### src/rtl/digit_stat_engine_if.sv
// Digit-stream statistics bus: digit stream plus mode word in,
// one registered result pulse out.
interface digit_stat_engine_if #(
  parameter int OUT_W = 11
);
  logic [3:0]       in;
  logic             in_valid;
  logic [1:0]       mode;
  logic [OUT_W-1:0] out;
  logic             out_valid;

  modport master (
    output in, in_valid, mode,
    input  out, out_valid
  );

  modport slave (
    input  in, in_valid, mode,
    output out, out_valid
  );
endinterface

### src/rtl/digit_stat_engine.sv
// Counts digits 1..NUM_DIG until a 0 terminator, then reduces the
// counters to max, min or digit-weighted sum selected by a mode word.
module digit_stat_engine #(
  parameter int NUM_DIG = 9,
  parameter int CNT_W   = 5,
  parameter int OUT_W   = 11
)(
  input logic               clk,
  input logic               rst,
  digit_stat_engine_if.slave bus
);

  localparam int IDX_W = $clog2(NUM_DIG + 1);
  localparam logic [CNT_W-1:0] CNT_MAX = '1;

  typedef enum logic [1:0] {
    ACCUM,
    MODE,
    CALC,
    DONE
  } state_e;

  state_e           state_q;
  state_e           state_d;
  logic [IDX_W-1:0] idx_q;
  logic [1:0]       mode_q;
  logic [OUT_W-1:0] acc_q;
  logic [OUT_W-1:0] acc_d;
  logic [OUT_W-1:0] cur;
  logic [OUT_W-1:0] out_q;
  logic             ov_q;
  logic             calc_last;
  logic [CNT_W-1:0] cnt_q [NUM_DIG];

  // one extra CALC cycle after the last counter latches the result
  assign calc_last = (idx_q == IDX_W'(NUM_DIG));

  always_ff @(posedge clk) begin
    if (rst) state_q <= ACCUM;
    else     state_q <= state_d;
  end

  always_comb begin
    state_d = state_q;
    unique case (state_q)
      ACCUM: if (bus.in_valid && bus.in == 4'd0)
               state_d = MODE;
      MODE:  state_d = CALC;
      CALC:  if (calc_last) state_d = DONE;
      DONE:  state_d = ACCUM;
      default: state_d = ACCUM;
    endcase
  end

  always_comb begin
    cur = '0;
    for (int i = 0; i < NUM_DIG; i++)
      if (idx_q == IDX_W'(i))
        cur = OUT_W'(cnt_q[i]);
  end

  always_comb begin
    acc_d = acc_q;
    unique case (mode_q)
      2'd0: acc_d = (cur > acc_q) ? cur : acc_q;
      2'd1: acc_d = (cur < acc_q) ? cur : acc_q;
      2'd2: acc_d = acc_q
                  + (OUT_W'(idx_q) + OUT_W'(1)) * cur;
      2'd3: acc_d = '0;
    endcase
  end

  always_ff @(posedge clk) begin
    if (rst) begin
      for (int i = 0; i < NUM_DIG; i++)
        cnt_q[i] <= '0;
      idx_q  <= '0;
      mode_q <= 2'd0;
      acc_q  <= '0;
      out_q  <= '0;
      ov_q   <= 1'b0;
    end else begin
      out_q <= '0;
      ov_q  <= 1'b0;
      unique case (state_q)
        ACCUM: begin
          for (int i = 0; i < NUM_DIG; i++)
            if (bus.in_valid
                && bus.in == 4'(i + 1)
                && cnt_q[i] != CNT_MAX)
              cnt_q[i] <= cnt_q[i] + 1'b1;
        end
        MODE: begin
          mode_q <= bus.mode;
          idx_q  <= '0;
          acc_q  <= (bus.mode == 2'd1)
                  ? OUT_W'(CNT_MAX) : '0;
        end
        CALC: begin
          if (calc_last) begin
            out_q <= acc_q;
            ov_q  <= 1'b1;
          end else begin
            acc_q <= acc_d;
            idx_q <= idx_q + 1'b1;
          end
        end
        DONE: begin
          for (int i = 0; i < NUM_DIG; i++)
            cnt_q[i] <= '0;
          acc_q <= '0;
          idx_q <= '0;
        end
        default: ;
      endcase
    end
  end

  assign bus.out       = out_q;
  assign bus.out_valid = ov_q;

endmodule

### src/flat_wrapper.sv
// flat-port wrapper written by rule: the top's interface ports become plain ports
module digit_stat_engine_flat 
#(
  parameter int NUM_DIG = 9,
  parameter int CNT_W   = 5,
  parameter int OUT_W   = 11
)
  (clk, rst, bus_in, bus_in_valid, bus_mode, bus_out, bus_out_valid);
  digit_stat_engine_if #(.OUT_W(OUT_W)) bus_i ();
  input logic clk;
  input logic rst;
  input wire logic [$bits(bus_i.in)-1:0] bus_in;
  input wire logic [$bits(bus_i.in_valid)-1:0] bus_in_valid;
  input wire logic [$bits(bus_i.mode)-1:0] bus_mode;
  output wire logic [$bits(bus_i.out)-1:0] bus_out;
  output wire logic [$bits(bus_i.out_valid)-1:0] bus_out_valid;
  assign bus_i.in = bus_in;
  assign bus_i.in_valid = bus_in_valid;
  assign bus_i.mode = bus_mode;
  assign bus_out = bus_i.out;
  assign bus_out_valid = bus_i.out_valid;
  digit_stat_engine #(.NUM_DIG(NUM_DIG), .CNT_W(CNT_W), .OUT_W(OUT_W)) u_core (.clk(clk), .rst(rst), .bus(bus_i));
endmodule
### config.mk
export PLATFORM = sky130hd
export DESIGN_NAME = digit_stat_engine_flat
export DESIGN_NICKNAME = d
export VERILOG_FILES = /design/src/rtl/digit_stat_engine_if.sv /design/src/rtl/digit_stat_engine.sv /design/src/flat_wrapper.sv
export SDC_FILE = /design/constraint.sdc
export NUM_CORES = 1
export LEC_CHECK = 0
export ABC_AREA = 1
export CAP_MARGIN = 20
export CORE_MARGIN = 4
export CORE_UTILIZATION = 30
export DETAILED_ROUTE_END_ITERATION = 8
export SYNTH_ARGS = -nofsm -noshare
export SYNTH_HDL_FRONTEND = slang
export SYNTH_SLANG_ARGS = --single-unit
### constraint.sdc
create_clock -name clk -period 9.1 [get_ports clk]
set_input_delay 1.82 -clock clk [delete_from_list [all_inputs] [get_ports clk]]
set_output_delay 1.82 -clock clk [all_outputs]
set_load 0.01 [all_outputs]
Word-level counts from Yosys, hierarchy flattened
Memory sizes are Yosys's and may differ from the RTL's.
Index checks and enable logic that the tools add are counted.
{"block": "totals", "output_inout_bits": 12, "wordCells": 192, "inputBits": 9, "reg_bits": 31, "mem_bits_rw": 45, "mem_count": 1}
{"block": "classes", "n_bitwise": 20, "muxes": 80, "reduce_logical": 31, "eq_ne": 39, "add_sub_neg": 12, "magnitude_cmp": 2, "mul": 1}
{"name": "u_core.cnt_q", "depth": 9, "width": 5, "rd": 9, "rd_ports_with_merged_regs": 0, "write_ports": 9, "line_no": "digit_stat_engine.sv:33", "text": "logic [CNT_W-1:0] cnt_q [NUM_DIG];"}
{"cell": "two-way mux 5 bit", "n": 28}
{"cell": "adder 5 x 1 -> 5 bit (second input constant)", "n": 9}
{"cell": "!= test 5 bit (second input constant)", "n": 9}
{"cell": "case mux 11 bit (4 select lines)", "n": 1}
{"cell": "two-way mux 1 bit", "n": 42}
{"cell": "two-way mux 11 bit", "n": 3}
{"cell": "case mux 11 bit (3 select lines)", "n": 1}
{"cell": "== test 4 x 3 -> 1 bit (second input constant)", "n": 8}
{"cell": "logical AND 1 bit", "n": 19}
{"cell": "OR 1 bit", "n": 18}
{"cell": "== test 4 x 2 -> 1 bit (second input constant)", "n": 4}
{"cell": "== test 4 bit (second input constant)", "n": 4}
{"cell": "adder 11 bit", "n": 1}
{"cell": "greater-than comparator 5 x 11 -> 1 bit", "n": 1}
{"cell": "less-than comparator 5 x 11 -> 1 bit", "n": 1}
{"cell": "multiplier 11 x 5 -> 11 bit", "n": 1}
{"cell": "== test 2 bit (second input constant)", "n": 4}
{"cell": "== test 4 x 1 -> 1 bit (second input constant)", "n": 2}
{"cell": "logical NOT 4 bit", "n": 2}
{"cell": "case mux 2 bit (4 select lines)", "n": 1}
{"cell": "case mux 4 bit (2 select lines)", "n": 1}
{"cell": "== test 2 x 1 -> 1 bit (second input constant)", "n": 3}
{"cell": "!= test 3 x 2 -> 1 bit (second input constant)", "n": 2}
{"cell": "adder 4 x 1 -> 5 bit (second input constant)", "n": 1}
{"cell": "13 further kinds", "n": 19}

Logic depth before layout (Yosys ltp)
Gate-level depths: netlist (run 1).
{"block": "logic_depth", "depth_word": 15, "ltp_mapped": 31, "mapped_depth_nobuf": 31}

Worst setup path before layout (run 1)
No wires, ideal clock.
{"block": "synth_path", "kind": "register to register", "start": "register u_core.idx_q[0]", "end": "register u_core.acc_q[7]", "arrival_time_ps": 4351, "stages_incl_launch_ff": 28, "slack_ps": 4611, "t_required_ps": 8962, "cell_sequence": "dfxtp_1 -> inv_1 -> ha_1 -> nand3_1 -> inv_1 -> nand2_1 -> nand2_1 -> nand3b_1 -> nand2_1 -> nand2_1 -> nand2_1 -> nand2_2 -> inv_1 -> nor2_1 -> fa_1 -> fa_1 -> inv_1 -> fa_1 -> inv_1 -> ha_1 -> a21o_1 -> nor2_1 -> o21ai_0 -> or2_2 -> nand3_1 -> nor2_1 -> nand2_1 -> a21oi_2"}
{"block": "synth_between", "elab_chain_len": 15, "elab_cells_between_ends": 31, "classes_between": "add/sub: 2; mul: 1; order compare: 2; eq/ne: 12; mux: 12; reduce/logical: 2"}
{"element": "from (decl)", "line_no": "digit_stat_engine.sv:25", "text": "logic [IDX_W-1:0] idx_q;"}
{"element": "from (signal assigned)", "line_no": "digit_stat_engine.sv:105", "text": "idx_q <= idx_q + 1'b1;"}
{"element": "logical NOT 4 bit", "line_no": "digit_stat_engine.sv:58", "text": "if (idx_q == IDX_W'(i))"}
{"element": "two-way mux 5 bit (9 in series)", "line_no": "digit_stat_engine.sv:58"}
{"element": "multiplier 11 x 5 -> 11 bit", "line_no": "digit_stat_engine.sv:68", "text": "+ (OUT_W'(idx_q) + OUT_W'(1)) * cur;"}
{"element": "adder 11 bit", "line_no": "digit_stat_engine.sv:68"}
{"element": "case mux 11 bit (4 select lines)", "line_no": "digit_stat_engine.sv:64", "text": "unique case (mode_q)"}
{"element": "two-way mux 11 bit", "line_no": "digit_stat_engine.sv:100", "text": "if (calc_last) begin"}
{"element": "case mux 11 bit (3 select lines)", "line_no": "digit_stat_engine.sv:85", "text": "unique case (state_q)"}
{"element": "to (signal assigned)", "line_no": "digit_stat_engine.sv:96", "text": "acc_q <= (bus.mode == 2'd1)"}
{"element": "to (decl)", "line_no": "digit_stat_engine.sv:27", "text": "logic [OUT_W-1:0] acc_q;"}
Several ways; a longest one is shown, not always the timed one. The select of a mux whose other input is x is not followed.
A chain may end at the register's enable or synchronous reset.

Worst setup path after layout (run 1)
Ends and elaborated chain as after synthesis.

==> metrics.yaml, run 1 <==
outcome:
  status: "finished, final reports clean"
worst_setup_path:
  regToRegSetupSlack_ns: 3.97
  cp_cell_sequence: "ha_1 -> nand3_1 -> o21ai_0 -> inv_1 -> nand2_1 -> nand2_1 -> nand2_1 -> nand2_1 -> inv_1 -> nand2_1 -> fa_1 -> fa_1 -> fa_1 -> inv_1 -> ha_1 -> a21oi_1 -> nor2_1 -> nor2_1 -> o21ai_0 -> or2_2 -> nand3_1 -> nor2_1 -> nand2_1 -> a21oi_2"
  critPathRequiredTime_ns: 9.30
  start_kind: "flip-flop"
  worstSetupPathType: "reg2reg"
  setup.worst_path.start: "u_core.idx_q[0]"
  arrival_ns: 5.34
  r2r_cells: 24
  path_delay_family: "adder cells"
  crit_path_top_delay_cell: "fa_1"
  crit_top_cell: "nand2_1"
  worstSetupEndpointType: "flip-flop"
  r2r_end: "u_core.acc_q[7]"
  path_max_fanout: 10
  crit_buf_inv: 3
  max_stage_delay_ns: 0.55
  worstReg2RegStart: "u_core.idx_q[0]"
drt:
  drc_errors: 0
  top_layer: "met5"
  met2WireLength_mm: 5.28
  wl_mm: 12.1
  via_per_inst: 4.49
  detail_route.wl_per_cell_um: 12.4
  drtPass1Iterations: 5
  drt_first_iter_violations: 320
  ant_nets: 0
  drt-met1-wl_mm: 6.18
  vias: 4374
  met3_length_um: 427
timing:
  worstMarginPinSlew_ns: 0.902
  finalClockSkew_ns: 0.00929
  hold_viol_final: 0
  rsz0062_at_grt: "false"
  whs_ns: 0.472
  fin_crit_sh_pct: 56.4
  slew_violations: 0
  setup_tns_ns: 0
  setup_viol: 0
  slew_headroom_pct: 39.6
  worst_slack_ns: 3.97
  period_needed_ns: 5.13
  max_clock_freq_ghz: 0.195
yosys:
  ys_ff_latch: 76
  synth_area_um2: 5560
  yosysMostFrequentCell: "nand2_1"
  async_reset_ff_share_pct: 0
  synth_cell_types: 39
  yosys-top-cells-count: "nand2_1 (130), inv_1 (129), nor2_1 (127)"
  synth_top_area_share_pct: 24.3
  synthFlopType: "edfxtp_1"
  synth-edff-count: 45
  ys_warn_count: 0
  synth_cells: 718
  avgSynthCellArea_um2: 7.74
  synth_top_area_cell: "edfxtp_1"
  yosys-top-cells-area: "edfxtp_1 (24%), ha_1 (11%), dfxtp_1 (11%)"
  synth_seq_area_share_pct: 35.5
placement:
  dp_cells: 959
  place_hpwl_mm: 9.67
  port_buffers: 20
  gp_congestion: 0.890
  place_ws_ns: 3.98
clock_tree:
  numCtsBuffers: 9
  cts_setup_buffers: 0
  cts_resized: 0
  cts_tree: "built"
  cts_root_buf: "clkbuf_16"
  clockBufferDepth: 2
  clk_latency_ns: 0.34
  cts.sink_count: 76
  hold_buffers: 0
  clk_pin_slew_worst_paths_ns: 0.06
  htreeDepth: 3
floorplanning:
  die_area_um2: 20800
  core_area_um2: 18100
  die_h_um: 144
  start_util_pct: 30.7
  pin_count: 21
  placementRows: 49
  die_w_um: 144
global_route:
  grt_pass1_vias: 4309
  grt_antenna_before_repair: 1
  grt_usage_pct: 12.7
  grt_max_degree: 46
  grt.overflow.total: 0
  grt_pass1_wl_mm: 21.0
pwr:
  p_leak_uw: 0.00295
  powerDensity_nw_per_um2: 240
  ir_worst_vdd_mv: 0.125
  power.share.sequential_pct: 30.6
  internal_power_uw: 867
  power.net_switching_uw: 640
  p_clk_share_pct: 23.6
  power_frac_comb_pct: 45.8
  swShare_pct: 42.5
cells_and_area:
  drive_above_1_share_pct: 7.77
  post-route-util_pct: 34.7
  n_antenna_cell: 0
  syn2layout_area_growth_pct: 12.8
  nets: 817
  layoutNonFillerInstCount: 975
job:
  cap_violations: 0
hold_path:
  hold_path_end: "u_core.acc_q[7]"
  min-delay-start: "u_core.acc_q[7]"
  hp-class: "reg2reg"
  hold_path_depth: 2
==> routing by layer <==
| layer | vias up | global-route usage, % |
|---|---|---|
| met5 | - | 0 |
| met4 | 2 | 4.16 |
| met3 | 11 | 2.22 |
| met2 | 72 | 20.1 |
| met1 | 1987 | 17.7 |
| li1 | 2302 | - |
==> power groups by stage <==
stage,Clock (µW),Combinational (µW),Sequential (µW)
after floorplan,0,549,454
after global placement,0,684,466
after detailed placement,0,689,468
after CTS,364,695,460
after global routing,380,800,468
final,356,690,461
==> worst max path at each step <==
stage,slack (ns),to,cells past startpoint
after floorplan,4.61,u_core.acc_q[7],27
after global placement,4.04,u_core.acc_q[7],24
after detailed placement,3.98,u_core.acc_q[7],24
after CTS,3.96,u_core.acc_q[7],24
after global routing,3.47,u_core.acc_q[7],24
final,3.97,u_core.acc_q[7],24
==> cell type report <==
class                      count  area (µm²)
fill                        1905       11800
multi-input combinational    498        3010
sequential                    76        1970
inverter                     136         510
tap                          229         287
clock buffer                  10         229
timing repair buffer          20         200
clock inverter                 6        63.8
==> cell families (layout without fill, tap and decap cells) <==
family	count (synthesis)	after routing	share of synthesized area, %
AOI/OAI and AO/OA	50	50	5.61
xor gates and xnor gates	15	15	2.36
adders and majority gates	67	67	17.4
buffers and inverters	147	172	10.6
DFF	76	76	35.5
other	2	5	0.135
and+or+nand+nor	361	361	28.4
==> worst register-to-register path, cell delays in order (launching register included) <==
cell and delay (ns):
dfxtp_1 0.48, ha_1 0.44, nand3_1 0.29, o21ai_0 0.23, inv_1 0.06, nand2_1 0.06, nand2_1 0.05, nand2_1 0.08
nand2_1 0.13, inv_1 0.13, nand2_1 0.08, fa_1 0.49, fa_1 0.53, fa_1 0.55, inv_1 0.04, ha_1 0.37
a21oi_1 0.20, nor2_1 0.05, nor2_1 0.08, o21ai_0 0.13, or2_2 0.29, nand3_1 0.08, nor2_1 0.05, nand2_1 0.07
a21oi_2 0.05
==> cells in the final DEF (no fill, tap or decap), types with 6 or more instances in the layout <==
cell type / Yosys / final
dfxtp_1: 31 / 31
clkdlybuf4s50_1: 0 / 20
nand4_1: 11 / 11
o21ai_0: 13 / 13
nand3_1: 47 / 47
nand2_2: 11 / 11
fa_1: 17 / 17
xor2_1: 12 / 12
nor3_1: 11 / 11
ha_1: 50 / 50
a21oi_2: 7 / 7
a21oi_1: 19 / 19
edfxtp_1: 45 / 45
nor2_1: 127 / 127
nor3_2: 6 / 6
inv_2: 7 / 7
inv_1: 129 / 129
clkbuf_16: 0 / 9
or2_2: 8 / 8
nand2_1: 130 / 130
==> registers in the layout (all words and copies together) (netlist names) <==
signal,flops
u_core.mode_q,2
u_core.cnt_q,45
u_core.state_q,2
u_core.idx_q,4
u_core.bus.out,11
u_core.acc_q,11
u_core.bus.out_valid,1
==> stage by stage <==
step                      power [µW]  cell area (µm²)
after global placement          1150             5980
after floorplan                 1000             5570
final                           1510             6270
after global routing            1650             6270
after detailed placement        1160             5980
after CTS                       1520             6270
Power figures use the tool's default switching activity.
==> run 2, diff against run 1 <==
==> constraint.sdc (replaced) <==
create_clock -name clk -period 4.2 [get_ports clk]
set_input_delay 0.84 -clock clk [delete_from_list [all_inputs] [get_ports clk]]
set_output_delay 0.84 -clock clk [all_outputs]
set_load 0.01 [all_outputs]
==> run 2 against run 1 <==
Against the previous run:
- the run now ends with negative setup slack left
- sequential power rose by 120%
- largest power group unchanged
- global-route usage grew 1.2 points
- critical path type unchanged
- clock power increased by 130%
- first-iteration DRC count shrank 3.4%
- cell count up 7.8%
- register-to-register slack worse by 4.1 ns
==> metrics.yaml, run 2 (same netlist as run 1, synthesis figures left out) <==
drt:
  drt_first_iter_violations: 309  # was 320
  via_per_inst: 4.48  # was 4.49
  vias: 4710  # was 4,374
  drc_errors: 0  # unchanged
  drtPass1Iterations: 5  # unchanged
  detail_route.wl_per_cell_um: 13.0  # was 12.4 µm
  ant_nets: 0  # unchanged
  wl_mm: 13.7  # was 12.1 mm
timing:
  hold_viol_final: 0  # unchanged
  finalClockSkew_ns: 0.0130  # was 0.00929 ns
  slew_violations: 0  # unchanged
  slew_headroom_pct: 35.6  # was 39.6%
  fin_crit_sh_pct: 103  # was 56.4%
  worstMarginPinSlew_ns: 0.963  # was 0.902 ns
  period_needed_ns: 4.33  # was 5.13 ns
  worst_slack_ns: -0.129  # was 3.97 ns
  setup_viol: 6  # was 0
  rsz0062_at_grt: "true"  # was false
  max_clock_freq_ghz: 0.231  # was 0.195 GHz
worst_setup_path:
  worstSetupPathType: "reg2reg"  # unchanged
  worstSetupEndpointType: "flip-flop"  # unchanged
  regToRegSetupSlack_ns: -0.13  # was 3.97 ns
  path_max_fanout: 7  # was 10
  setup.worst_path.start: "u_core.idx_q[1]"  # was u_core.idx_q[0]
  critPathRequiredTime_ns: 4.43  # was 9.30 ns
  arrival_ns: 4.56  # was 5.34 ns
  start_kind: "flip-flop"  # unchanged
  worstReg2RegStart: "u_core.idx_q[1]"  # was u_core.idx_q[0]
job:
  cap_violations: 0  # unchanged
cells_and_area:
  syn2layout_area_growth_pct: 31.3  # was 12.8%
  top_register: "u_core.cnt_q"  # unchanged
  n_antenna_cell: 0  # unchanged
  drive_above_1_share_pct: 26.4  # was 7.77%
  layoutNonFillerInstCount: 1051  # was 975
  largest_reg_flops: 45  # unchanged
  nets: 893  # was 817
  final_cell_mix: "nor2_1 (117), inv_1 (115), nand2_1 (107)"  # was nand2_1 (130), inv_1 (129), nor2_1 (127)
  fillers: 1783  # was 1,905
  final_common_cell: "nor2_1"  # was nand2_1
outcome:
  status: "finished, violations left"  # was finished, final reports clean
  violations: "negative setup slack"
global_route:
  grt_antenna_before_repair: 0  # was 1
  grt_pass1_wl_mm: 22.5  # was 21.0 mm
  grt_usage_pct: 13.9  # was 12.7%
  grt_max_degree: 46  # unchanged
  grt.overflow.total: 0  # unchanged
  grt_pass1_vias: 4630  # was 4,309
floorplanning:
  die_area_um2: 20800  # unchanged
  placementRows: 49  # unchanged
  pin_count: 21  # unchanged
  die_h_um: 144  # unchanged
  core_area_um2: 18100  # unchanged
  start_util_pct: 30.7  # unchanged
  die_w_um: 144  # unchanged
clock_tree:
  clk_latency_ns: 0.35  # was 0.34 ns
  htreeDepth: 3  # unchanged
  numCtsBuffers: 9  # unchanged
  clockBufferDepth: 2  # unchanged
  cts_root_buf: "clkbuf_16"  # unchanged
  hold_buffers: 0  # unchanged
  cts.sink_count: 76  # unchanged
  clk_pin_slew_worst_paths_ns: 0.07  # was 0.06 ns
  cts_tree: "built"  # unchanged
placement:
  place_ws_ns: -0.377  # was 3.98 ns
  place_hpwl_mm: 10.1  # was 9.67 mm
  port_buffers: 20  # unchanged
  dp_cells: 1003  # was 959
  gp_congestion: 0.852  # was 0.890
pwr:
  p_leak_uw: 0.00338  # was 0.00295 µW
  powerDensity_nw_per_um2: 577  # was 240 nW/µm²
  ir_worst_vdd_mv: 0.268  # was 0.125 mV
hold_path:
  hp-class: "reg2reg"  # unchanged
  min-delay-start: "u_core.acc_q[8]"  # was u_core.acc_q[7]
==> run 2: changes by cell type in the layout (fill, tap and decap cells not counted), moves of 8 or more <==
cell	before	now
buf_4	0	65
buf_6	0	10
ha_1	50	41
ha_4	0	8
inv_1	129	115
inv_2	7	17
nand2_1	130	107
nand2_2	11	26
nand3_1	47	34
nand3_2	0	12
nor2_1	127	117
==> run 2: worst max-delay path: stages (launching register included) <==
cell and delay [ns]:
dfxtp_4 0.36, inv_4 0.06, buf_6 0.09, ha_4 0.15, inv_1 0.05, nor3_2 0.18, inv_1 0.15, or2_2 0.35
nand2_4 0.11, inv_4 0.05, nand2_4 0.05, fa_1 0.44, fa_1 0.51, fa_1 0.52, inv_2 0.05, ha_4 0.25
a21oi_4 0.15, nor2_2 0.05, nor2_2 0.11, o21ai_2 0.07, or2_4 0.25, nand3_2 0.05, nor2_1 0.04, nand2_1 0.07
a21oi_2 0.05
==> run 2: stage by stage <==
stage | util [%] | power, µW | instance area [µm²] | hold WS, ns | setup TNS [ns]
2_1_floorplan | - | 2280 | 5670 | 0.450 | 0
3_3_place_gp | 35.5 | 2860 | 6420 | 0.465 | -1.98
3_5_place_dp | 35.5 | 2860 | 6420 | 0.463 | -1.91
4_1_cts | 39.3 | 4070 | 7110 | 0.473 | -0.732
5_1_grt | 40.3 | 4530 | 7290 | 0.504 | -2.25
6_report | 40.3 | 4210 | 7290 | 0.471 | -0.630
==> run 2: path summary, 6_finish.rpt <==
check / cells past startpoint / to
worst max register to register: 24 / u_core.acc_q[7]
worst min register to register: 2 / u_core.acc_q[8]
worst min-delay path: 2 / u_core.acc_q[8]
worst max-delay path: 24 / u_core.acc_q[7]
==> run 2: report_power, final <==
part           internal, µW  switching (µW)  leakage (µW)
sequential              911            93.3      0.000720
clock                   463             342      0.000137
combinational          1090            1310       0.00252
==> run 2: what timing repair did <==
action | CTS | global route
resized for setup | 48 | 54
endpoints found under the setup margin | 7 | 9
setup buffers | 32 | 5
pin swaps | 46 | 49
==> run 2: layout make-up <==
class | count | area (µm²) | share of cell area [%]
sequential | 76 | 1980 | 27.2
timing repair buffer | 96 | 821 | 11.3
inverter | 136 | 520 | 7.14
clock buffer | 9 | 225 | 3.09
multi-input combinational | 498 | 3380 | 46.3
clock inverter | 7 | 76.3 | 1.05
tap | 229 | 287 | 3.93
==> run 2: routing by layer <==
layer	global-route usage (%)	wire [µm]	vias to the layer above
li1	-	-	2462
met1	18.1	6610	2130
met2	21.6	6120	84
met3	2.74	456	34
met4	7.43	482	0
met5	0	0	-
==> run 3, diff against run 2 <==
--- a/config.mk
+++ b/config.mk
@@ -9,6 +9,7 @@
 export CAP_MARGIN = 20
 export CORE_MARGIN = 4
 export CORE_UTILIZATION = 30
+export CTS_CLUSTER_DIAMETER = 200
 export DETAILED_ROUTE_END_ITERATION = 8
 export SYNTH_ARGS = -nofsm -noshare
 export SYNTH_HDL_FRONTEND = slang
==> results of run 3 <==
The final DEF is identical to that of run 2; final timing and power are the same.
